`config.mk`:
```
export PLATFORM = sky130hd
export DESIGN_NAME = coef_stream_slicer
export DESIGN_NICKNAME = d
export VERILOG_FILES = /design/src/rtl/coef_stream_slicer.sv
export SDC_FILE = /design/constraint.sdc
export NUM_CORES = 1
export LEC_CHECK = 0
export ABC_AREA = 1
export CAP_MARGIN = 10
export CORE_MARGIN = 10
export CORE_UTILIZATION = 46
export CTS_CLUSTER_DIAMETER = 40
export DETAILED_ROUTE_END_ITERATION = 10
export PLACE_DENSITY = 0.78
export SYNTH_ARGS = -nofsm -noshare
export SYNTH_HDL_FRONTEND = slang
export SYNTH_HIERARCHICAL = 1
export SYNTH_SLANG_ARGS = --single-unit
```
`constraint.sdc`:
```
create_clock -name clk -period 2.1 [get_ports clk]
set_clock_uncertainty 0.2 [all_clocks]
set_input_delay 0.63 -clock clk [delete_from_list [all_inputs] [get_ports clk]]
set_output_delay 0.63 -clock clk [all_outputs]
set_load 0.005 [all_outputs]
```
`src/rtl/coef_stream_slicer.sv`:
```
// coef_stream_slicer
//   Buffers one packed polynomial word of NUM_COEF coefficients and streams it
//   out LANES coefficients per beat. The order is natural or bit-reversed,
//   selected per word by in_bitrev. The input is accepted on the last output
//   beat, so consecutive words stream with no bubble.
//
// Ports
//   clk, rst        rising-edge clock, synchronous active-high reset
//   in_valid/ready  input handshake; in_data holds NUM_COEF packed coefficients,
//                   in_bitrev is the order mode captured with the word
//   out_valid/ready output handshake; out_data holds LANES coefficients,
//                   out_idx is the sequence position of lane 0,
//                   out_last flags the final beat of the word
//   busy            a word is still draining (same as out_valid)

// Lane mux: picks one coefficient for sequence position base_idx+LANE.
module coef_stream_lane #(
  parameter int COEF_W   = 8,
  parameter int NUM_COEF = 8,
  parameter int IDX_W    = 3,
  parameter int LANE     = 0
) (
  input  logic [NUM_COEF*COEF_W-1:0] buf_data,
  input  logic [IDX_W-1:0]           base_idx,
  input  logic                       mode,
  output logic [COEF_W-1:0]          coef
);
  logic [IDX_W-1:0] pos, rpos, sel;

  always_comb begin
    // base_idx is a multiple of LANES, so OR-ing in the lane number is an add
    pos  = base_idx | IDX_W'(LANE);
    rpos = '0;
    for (int b = 0; b < IDX_W; b++) rpos[b] = pos[IDX_W-1-b];
    sel  = mode ? rpos : pos;
  end

  assign coef = buf_data[sel*COEF_W +: COEF_W];
endmodule

module coef_stream_slicer #(
  parameter int COEF_W   = 8,
  parameter int NUM_COEF = 8,
  parameter int LANES    = 2,
  localparam int IDX_W   = (NUM_COEF > 2) ? $clog2(NUM_COEF) : 1
) (
  input  logic                       clk,
  input  logic                       rst,
  input  logic                       in_valid,
  output logic                       in_ready,
  input  logic [NUM_COEF*COEF_W-1:0] in_data,
  input  logic                       in_bitrev,
  output logic                       out_valid,
  input  logic                       out_ready,
  output logic [LANES*COEF_W-1:0]    out_data,
  output logic [IDX_W-1:0]           out_idx,
  output logic                       out_last,
  output logic                       busy
);
  localparam int BEATS = NUM_COEF / LANES;
  localparam int CNT_W = (BEATS > 1) ? $clog2(BEATS) : 1;
  localparam int LOG_L = $clog2(LANES);

  typedef enum logic {EMPTY, FULL} state_t;

  state_t                     state;
  logic [NUM_COEF*COEF_W-1:0] buf_data;
  logic                       mode;
  logic [CNT_W-1:0]           cnt;
  logic [IDX_W-1:0]           base_idx;
  logic                       accept, xfer, at_last;

  assign at_last   = (cnt == CNT_W'(BEATS-1));
  assign out_valid = (state == FULL);
  assign busy      = out_valid;
  assign out_last  = out_valid & at_last;
  assign base_idx  = IDX_W'(cnt) << LOG_L;
  assign out_idx   = base_idx;

  // Refill only when idle or when the last beat leaves this cycle. Held low
  // during reset so no word can slip in on the reset edge.
  assign in_ready = ~rst & ((state == EMPTY) | (out_last & out_ready));
  assign accept   = in_valid & in_ready;
  assign xfer     = out_valid & out_ready;

  always_ff @(posedge clk) begin
    if (rst) begin
      state    <= EMPTY;
      buf_data <= '0;
      mode     <= 1'b0;
      cnt      <= '0;
    end else if (accept) begin
      state    <= FULL;
      buf_data <= in_data;
      mode     <= in_bitrev;
      cnt      <= '0;
    end else if (xfer) begin
      // counter holds on the final beat so out_data keeps the last beat
      if (at_last) state <= EMPTY;
      else         cnt   <= cnt + 1'b1;
    end
  end

  for (genvar l = 0; l < LANES; l++) begin : g_lane
    coef_stream_lane #(
      .COEF_W(COEF_W), .NUM_COEF(NUM_COEF), .IDX_W(IDX_W), .LANE(l)
    ) u_lane (
      .buf_data(buf_data),
      .base_idx(base_idx),
      .mode    (mode),
      .coef    (out_data[l*COEF_W +: COEF_W])
    );
  end
endmodule

```
==> impl_metrics.toml <==
[power]
cellLeakagePower_nw = 3.10
ir_drop_v = 0.000436
seqPwrFrac_pct = 38.9
power_mw = 3.77
pwr-share-comb_pct = 29.0
clockPowerShare_pct = 32.0
power-per-cell-area_mw_per_mm2 = 597
p_sw_mw = 1.20
internal_power_mw = 2.57
sw_frac_of_total_pct = 31.8

[timing]
maxClockFrequency_mhz = 406
rsz0062_at_grt = "true"
fin_ws_ps = -363
final_hold_viol_count = 0
timing_worst_slew_pin_value_ps = 725
timing.final.max_slew_violations = 0
final_min_period_over_clock_period_pct = 117
setup-violations-final = 19
slew-limit-headroom_pct = 51.5
period_needed_ps = 2460

[logic_synthesis]
syn-instance-count = 660
netlist_area_mm2 = 0.00407
ys_ff_latch = 68
mean_syn_cell_area_um2 = 6.17
synth-seq-area-share_pct = 33.4
post_synth_num_cell_types = 23
ys_warn_count = 6

[finish]
final_cell_mix = "sky130_fd_sc_hd__nand3_1 (197), sky130_fd_sc_hd__nand2_1 (129), sky130_fd_sc_hd__inv_1 (90)"
antenna-diode-count = 0
layout.nets = 854
finish.instance_area_mm2 = 0.00632
final_layout_size_suffix_gt1_share_pct = 28.4
area_delta_synth_final_pct = 55.1
commonest_non_fill_non_tap_cell_in_the_layout = "sky130_fd_sc_hd__nand3_1"
layout.core_utilization_pct = 72.8

[global_route]
wire_length_of_the_first_global_routing_pass_mm = 23.6
grt_overflow_total = 0
maximum_number_of_pins_on_one_net_before_global_route_repair = 67
via_count_of_the_first_global_routing_pass = 4714
total_global_routing_track_utilization_pct = 22.1
antenna_found_initial = 0

[worst_setup_path]
kind_of_end_point_of_the_critical_path = "output pin"
r2r_setup_slk_ps = 140
ff2ff_path_depth = 9
worstSetupStartpointType = "flop"
worstPathRequired_ps = 1270
criticalPathCategory = "flop to output pin"
cp_max_fo = 11
rr_startpoint = "cnt[1]"
worstPathArrival_ps = 1630
reg2reg_to = "buf_data[38]"

[min_path]
min_delay_path_depth = 2
hold_path_endpoint = "buf_data[18]"
hold_path_startpoint = "buf_data[18]"
holdCritPathClass = "flop to flop"

[route]
post_drt_via_cell_ratio = 5.30
vias = 4754
detail_route.wl_per_cell_um = 16.2
drt_wl_total_mm = 14.6
drtAntennaViolNets = 0
drt-initial-drc-count = 438
drtPass1Iterations = 5
route.detailed.drc = 0

[cts]
total_clock_sinks = 68
ctsHoldBuffers = 0
clkLatencyLatePin_ps = 340
cts-root-to-sink-buffers = 2
h-tree-depth = 3
cts_tree = "done"
clk_pin_slew_worst_setup_hold_paths_ps = 80
ctsRootBufferMaster = "sky130_fd_sc_hd__clkbuf_8"
numCtsBuffers = 9

[floorplan]
design.core.area_mm2 = 0.00868
initial_core_util_pct = 46.9
die_area_mm2 = 0.0130
io_pins = 92
chipWidth_um = 114
dieHeight_um = 114
rows = 34

[outcome]
violated_checks = "setup timing"
run_status = "complete, but fails checks"

[placement]
portBuffers = 90
dp_hpwl_mm = 9.87
gpl.final_weighted_congestion = 0.887
place_area_mm2 = 0.00531
place_worst_setup_slack_ps = -697

[flow_run]
maxCapViolations = 0
## per-layer routing
metal | up-vias | track usage [%] | part of all wire, %
met5 | - | 0 | 0
li1 | 2350 | - | -
met2 | 182 | 36.4 | 48
met1 | 2194 | 28.1 | 43
met4 | 0 | 7.52 | 2.3
met3 | 28 | 4.09 | 6.1
## critical path, cell delays in order (launching register included)
cell	delay (ps)
sky130_fd_sc_hd__dfxtp_2	330
sky130_fd_sc_hd__buf_6	120
sky130_fd_sc_hd__nand2_8	90
sky130_fd_sc_hd__buf_12	140
sky130_fd_sc_hd__nand3_1	150
sky130_fd_sc_hd__nand3_4	140
sky130_fd_sc_hd__nand2_1	60
sky130_fd_sc_hd__nand2_1	70
sky130_fd_sc_hd__nand2_2	70
sky130_fd_sc_hd__buf_6	110
## state kept, by name, summed over array words and instances (netlist names)
signal and cells:
mode 1, cnt 2, buf_data 64, busy 1
## how the worst max path moves through the flow
stage / from / end / slack (ps) / depth (start not counted)
floorplan: cnt[0] / out_data[6] / 60 / 7
global placement: out_ready / in_ready / -650 / 4
detailed placement: out_ready / in_ready / -700 / 4
CTS: cnt[1] / out_data[0] / -380 / 10
global route: cnt[1] / out_data[2] / -410 / 9
finish: cnt[1] / out_data[2] / -360 / 9
## synthesized netlist by cell type, drive strengths merged
master    n  share of area, %
nor2      1             0.092
a21oi    15               1.9
inv      99               9.2
nand3   230                28
nand4     2              0.31
clkbuf    8              0.74
o21ai     1              0.12
nand2   194                19
ha        1              0.31
conb      1             0.092
dfxtp    68                33
buf      38               6.4
nand3b    2              0.37
## power groups by stage
stage | clock [mW] | combinational (mW) | sequential, mW
6_report | 1.21 | 1.09 | 1.47
5_1_grt | 1.29 | 1.19 | 1.48
4_1_cts | 1.22 | 0.977 | 1.47
3_5_place_dp | 0 | 0.890 | 1.49
3_3_place_gp | 0 | 0.874 | 1.49
2_1_floorplan | 0 | 0.483 | 1.47
## cell type report
cell class              count  area (um^2)
multi-input cells         450         2590
inverters                  99          400
clock buffers              10          128
repair inverters            1         8.76
repair buffers            155         1590
well taps                 108          135
clock inverters             6         88.8
fillers                   703         2360
flip-flops and latches     68         1370
## timing repair
item,4_1_cts,5_1_grt
resized for setup,186,78
endpoints found under the setup margin,87,79
buffers inserted,12,3
pin swaps,46,44
cloned,3,0
## cells by family after synthesis
logic type      share of synthesized area (%)
fa+ha+maj                               0.307
simple gates                             47.8
flops                                    33.4
other cells                            0.0921
compound gates                           2.06
buf+inv                                  16.3
## metrics by stage
step	hold slack [ps]	instances	setup TNS [ps]
2_1_floorplan	243	663	0
3_3_place_gp	256	863	-27410
3_5_place_dp	257	863	-32900
5_1_grt	285	897	-6510
4_1_cts	267	894	-5250
6_report	266	897	-5280
No activity file was read; power rests on OpenSTA's default activity.
